### src/rtl/evt_fork_sel_scheduler.sv
// Select-port scheduler for evt_stream_dynamic_fork.
// Maps an event key to a destination mask and issues it through a one-entry stage.
module evt_fork_sel_scheduler #(
  parameter int N_OUP = 2,
  parameter int KEY_W = 4,
  parameter int CNT_W = 16
) (
  input  logic             clk_i,
  input  logic             rst_ni,
  input  logic [KEY_W-1:0] key_i,
  input  logic             key_valid_i,
  output logic             key_ready_o,
  output logic [N_OUP-1:0] sel_o,
  output logic             sel_valid_o,
  input  logic             sel_ready_i,
  input  logic [1:0]       mode_i,
  input  logic [N_OUP-1:0] enable_i,
  input  logic             cfg_we_i,
  input  logic [KEY_W-1:0] cfg_addr_i,
  input  logic [N_OUP-1:0] cfg_mask_i,
  output logic [CNT_W-1:0] drop_cnt_o,
  input  logic             drop_clr_i
);

  localparam int PTR_W = (N_OUP > 1) ? $clog2(N_OUP) : 1;
  localparam int N_ENT = 1 << KEY_W;

  typedef enum logic {
    EMPTY,
    FULL
  } state_t;

  state_t           state_q;
  logic [PTR_W-1:0] rr_ptr_q;
  logic [PTR_W-1:0] rr_next;
  logic [N_OUP-1:0] route_tbl [N_ENT];
  logic [N_OUP-1:0] rr_mask;
  logic [N_OUP-1:0] mask;
  logic             accept;
  logic             is_rr;
  logic             is_bc;
  int               hi_idx;
  int               lo_idx;
  int               sel_idx;
  logic             hi_hit;

  assign sel_valid_o = (state_q == FULL);
  assign key_ready_o = !sel_valid_o || sel_ready_i;
  assign accept      = key_valid_i && key_ready_o;
  assign is_rr       = (mode_i == 2'd1);
  assign is_bc       = (mode_i == 2'd2);

  // First enabled index at or above the pointer; else wrap to the lowest.
  always_comb begin
    hi_idx = 0;
    lo_idx = 0;
    hi_hit = 1'b0;
    for (int j = N_OUP - 1; j >= 0; j--) begin
      if (enable_i[j]) begin
        lo_idx = j;
        if (j >= int'(rr_ptr_q)) begin
          hi_idx = j;
          hi_hit = 1'b1;
        end
      end
    end
    sel_idx = hi_hit ? hi_idx : lo_idx;
    rr_mask = '0;
    for (int j = 0; j < N_OUP; j++) begin
      if (j == sel_idx) rr_mask[j] = |enable_i;
    end
    rr_next = PTR_W'((sel_idx + 1) % N_OUP);
  end

  always_comb begin
    mask = '0;
    unique case (1'b1)
      is_rr:   mask = rr_mask;
      is_bc:   mask = enable_i;
      default: mask = route_tbl[key_i] & enable_i;
    endcase
  end

  always_ff @(posedge clk_i or negedge rst_ni) begin
    if (!rst_ni) begin
      state_q <= EMPTY;
      sel_o   <= '0;
    end else begin
      unique case (state_q)
        EMPTY: begin
          if (accept) begin
            state_q <= FULL;
            sel_o   <= mask;
          end
        end
        FULL: begin
          if (accept) begin
            sel_o <= mask;
          end else if (sel_ready_i) begin
            state_q <= EMPTY;
          end
        end
        default: state_q <= EMPTY;
      endcase
    end
  end

  always_ff @(posedge clk_i or negedge rst_ni) begin
    if (!rst_ni) begin
      rr_ptr_q <= '0;
    end else if (accept && is_rr && |rr_mask) begin
      rr_ptr_q <= rr_next;
    end
  end

  // Lookup reads the pre-write contents, so a colliding write is seen next cycle.
  always_ff @(posedge clk_i or negedge rst_ni) begin
    if (!rst_ni) begin
      for (int i = 0; i < N_ENT; i++) route_tbl[i] <= '1;
    end else if (cfg_we_i) begin
      route_tbl[cfg_addr_i] <= cfg_mask_i;
    end
  end

  always_ff @(posedge clk_i or negedge rst_ni) begin
    if (!rst_ni) begin
      drop_cnt_o <= '0;
    end else if (drop_clr_i) begin
      drop_cnt_o <= '0;
    end else if (accept && mask == '0 && drop_cnt_o != '1) begin
      drop_cnt_o <= drop_cnt_o + 1'b1;
    end
  end

endmodule
### config.mk
export PLATFORM = sky130hd
export DESIGN_NAME = evt_fork_sel_scheduler
export DESIGN_NICKNAME = d
export VERILOG_FILES = /design/src/rtl/evt_fork_sel_scheduler.sv
export SDC_FILE = /design/constraint.sdc
export NUM_CORES = 1
export LEC_CHECK = 0
export BUFFER_PORTS_ARGS = -buffer_cell sky130_fd_sc_hd__buf_2
export CAP_MARGIN = 25
export CORE_ASPECT_RATIO = 2
export CORE_MARGIN = 2
export CORE_UTILIZATION = 30
export CTS_CLUSTER_DIAMETER = 60
export DETAILED_ROUTE_END_ITERATION = 10
export HOLD_SLACK_MARGIN = 0.03
export PLACE_DENSITY = 0.48
export SETUP_SLACK_MARGIN = 0.02
export SLEW_MARGIN = 20
export SYNTH_ARGS = -nofsm -noshare
export SYNTH_HDL_FRONTEND = slang
export SYNTH_SLANG_ARGS = --single-unit
### constraint.sdc
create_clock -name clk_i -period 4.2 [get_ports clk_i]
set_input_delay 0.42 -clock clk_i [delete_from_list [all_inputs] [get_ports clk_i]]
set_output_delay 0.42 -clock clk_i [all_outputs]
set_load 0.005 [all_outputs]
==> impl_metrics.py <==
metrics = {
    "run_status": {
        "status": "finished, final reports clean",
    },
    "pwr": {
        "power_density_nw_per_um2": 396.8,
        "pwr-share-seq_pct": 51.7,
        "p_leak_nw": 1.396,
        "pwr-share-comb_pct": 16.9,
        "power_switching_mw": 0.3415,
        "vdd_drop_max_mv": 0.1621,
        "p_clk_share_pct": 31.3,
        "p_int_mw": 0.9682,
        "p_sw_share_pct": 26.07,
    },
    "clocking": {
        "clk_latency_ps": 290,
        "ctsResizeCount": 0,
        "cts_buffers": 5,
        "htreeDepth": 2,
        "cts_num_sinks": 52,
        "cts_max_path_buffers": 2,
        "holdBufCountCts": 0,
        "clk_pin_slew_ps": 70,
        "cts_tree": "done",
        "postCtsSetupRepairBufs": 0,
        "root_buffer": "clkbuf_16",
    },
    "routing": {
        "vias": 2129,
        "viasPerCell": 5.231,
        "firstDrtPassIters": 4,
        "wire_per_inst_um": 17.92,
        "drc": 0,
        "drtIter0Drc": 130,
        "ant_nets": 0,
        "wl_um": 7295,
    },
    "setup_path": {
        "arrival_ps": 2590,
        "crit_buf_inv": 2,
        "crit_family": "simple AND/OR/NAND/NOR gates",
        "regToRegStartpoint": "route_tbl[11]$_DFFE_PN1P_",
        "critical_path_required_ps": 4410,
        "path_cells": "buf_2, mux4_2, o221ai_1, nand4b_1, buf_4, or4_1, a21oi_1",
        "critPathSlowestCell": "mux4_2",
        "r2r_end": "drop_cnt_o[4]$_DFFE_PN0P_",
        "worst_setup_path_start_kind": "input pin",
        "rr_worst_depth": 6,
        "path_max_fanout": 22,
        "crit_path_end_kind": "register",
        "critPathKind": "input pin to register",
        "max_stage_delay_ps": 550,
        "r2r_slack_ps": 1960,
    },
    "placement": {
        "place_ws_ps": 1549,
        "post_dp_cell_area_sq_um": 3161,
        "numPlacedInstances": 399,
        "place_hpwl_um": 5576,
        "port_buffers": 39,
        "gp_congestion": 0.8053,
    },
    "final_layout": {
        "fillers": 923,
        "instances_no_fill": 407,
        "area_delta_synth_final_pct": 15.05,
        "fin_nets": 325,
        "fin_area_sq_um": 3301,
        "diodes": 0,
        "drive_above_1_share_pct": 43.56,
    },
    "timing": {
        "setup_viol": 0,
        "fin_crit_sh_pct": 56.67,
        "slew_headroom_pct": 60.98,
        "tns_ps": 0,
        "fin_ws_ps": 1820,
        "worstMarginPinSlew_ps": 585.3,
        "rsz0062_at_grt": "false",
        "max_freq_mhz": 420.1,
        "hold_viol": 0,
        "skew_ps": 8.123,
        "fin_crit_ps": 2380,
        "finalMaxSlewViolations": 0,
    },
    "logic_synthesis": {
        "synth_edf_count": 0,
        "ys_types": 45,
        "netlist_area_sq_um": 2869,
        "ys_ff_latch": 52,
        "syn_nets": 287,
        "synth_flop_cell": "dfstp_2",
        "yosys_warnings": 0,
        "synth_cells": 264,
        "async_reset_ff_share_pct": 100.0,
        "synth_seq_area_share_pct": 46.75,
        "syn_avg_cell_area_sq_um": 10.87,
    },
    "global_route": {
        "antenna_found_initial": 0,
        "grt_usage_pct": 15.06,
        "grt_pass1_vias": 2200,
        "grt_pass1_wl_um": 11760,
        "grt-ovfl-total": 0,
        "grt_max_degree": 29,
    },
    "die": {
        "die_w_um": 73.15,
        "rows": 50,
        "die_h_um": 142.3,
        "core-area_sq_um": 9321,
        "pin_count": 40,
        "die_area_sq_um": 10410,
        "start_util_pct": 30.78,
    },
    "hold_path": {
        "hold_path.class": "input pin to asynchronous set/reset pin",
    },
    "job": {
        "max_cap_viol_count": 0,
    },
}
[Yosys cell counts (2+ instances only)]
cell,instances,share of area [%]
a21oi_1,8,1.4
a31oi_1,2,0.44
and2_1,3,0.65
and3_1,3,0.65
and4_1,2,0.61
buf_2,3,0.52
clkbuf_1,6,0.78
dfrtp_1,20,17
dfstp_2,32,29
ha_1,3,1.3
inv_1,4,0.52
mux2_2,43,17
mux2i_1,8,2.8
mux4_2,3,2.4
nand2_1,18,2.4
nand2b_1,6,1.3
nand3_1,7,1.2
nand4_1,10,2.2
nor2_1,24,3.1
nor2b_1,13,2.8
nor3_1,7,1.2
o21ai_0,8,1.4
o221ai_1,2,0.61
or2_2,3,0.65
or3_1,5,1.1
or4_1,2,0.52
[power by group through the flow]
stage	Sequential, mW	Combinational (mW)	Clock [mW]
2_1_floorplan	0.669	0.158	0
3_3_place_gp	0.686	0.222	0
3_5_place_dp	0.687	0.226	0
4_1_cts	0.679	0.227	0.421
5_1_grt	0.689	0.246	0.438
6_report	0.678	0.222	0.410
[cell type report]
type / instances / area [sq um] / share of cell area, %
inverter: 4 / 15.01 / 0.4549
tap: 104 / 130.1 / 3.942
clock buffer: 6 / 128.9 / 3.904
sequential: 52 / 1341 / 40.64
timing repair buffer: 41 / 210.2 / 6.368
multi-input combinational: 198 / 1464 / 44.35
clock inverter: 2 / 11.26 / 0.3412
[registers in the layout, indices dropped and copies added (netlist names)]
register and count:
sel_o 2, sel_valid_o 1, rr_ptr_q 1, drop_cnt_o 16
route_tbl 32
[worst max-delay path by stage]
stage / startpoint / to / slack (ps) / depth (start not counted)
after floorplan: key_i[1] / drop_cnt_o[4]$_DFFE_PN0P_ / 1930 / 7
after global placement: key_i[0] / drop_cnt_o[3]$_DFFE_PN0P_ / 1570 / 7
after global routing: key_i[0] / drop_cnt_o[9]$_DFFE_PN0P_ / 1680 / 7
after detailed placement: key_i[0] / drop_cnt_o[9]$_DFFE_PN0P_ / 1550 / 7
after CTS: key_i[0] / drop_cnt_o[9]$_DFFE_PN0P_ / 1840 / 7
final: key_i[0] / drop_cnt_o[9]$_DFFE_PN0P_ / 1820 / 7
[cell usage in the layout, fill, tap and decap left out, types with 2 or more instances in the layout]
cell type | netlist | final
dfrtp_1 | 20 | 20
nor3_1 | 7 | 7
mux2_2 | 43 | 43
a21oi_1 | 8 | 8
and4_1 | 2 | 2
or3_1 | 5 | 5
or2_2 | 3 | 3
clkbuf_16 | 0 | 5
mux2i_1 | 8 | 8
buf_2 | 3 | 39
nand3_1 | 7 | 7
nor2b_1 | 13 | 13
nor2_1 | 24 | 24
a31oi_1 | 2 | 2
mux4_2 | 3 | 3
and3_1 | 3 | 3
and2_1 | 3 | 3
ha_1 | 3 | 3
nand4_1 | 10 | 10
nand2_1 | 18 | 18
o21ai_0 | 8 | 8
or4_1 | 2 | 2
o221ai_1 | 2 | 2
dfstp_2 | 32 | 32
nand2b_1 | 6 | 6
inv_1 | 4 | 4
buf_4 | 0 | 2
[layer usage]
| layer | wire length (um) | vias to the layer above | global-route usage, % |
|---|---|---|---|
| li1 | - | 1036 | - |
| met1 | 2611 | 1040 | 15.61 |
| met2 | 4225 | 41 | 28.54 |
| met3 | 215 | 12 | 1.983 |
| met4 | 242 | 0 | 6.920 |
| met5 | 0 | - | 0 |
[metrics by stage]
stage          power, mW  util (%)  hold slack, ps
6_report           1.310     35.41           123.8
5_1_grt            1.373     35.41           165.1
4_1_cts            1.326     35.41           137.7
3_5_place_dp      0.9135     33.91           461.1
3_3_place_gp      0.9079     33.91           470.7
2_1_floorplan     0.8261         -           124.4
[cells by family (layout without fill, tap and decap cells)]
group / after synthesis / in the layout / synth area share [%]
adders and majority gates: 3 / 3 / 1.308
and+or+nand+nor: 110 / 110 / 20.54
muxes: 54 / 54 / 22.02
DFF: 52 / 52 / 46.75
buffers and inverters: 14 / 53 / 2.224
AOI/OAI and AO/OA: 31 / 31 / 7.153
(Power assumes the default switching activity.)
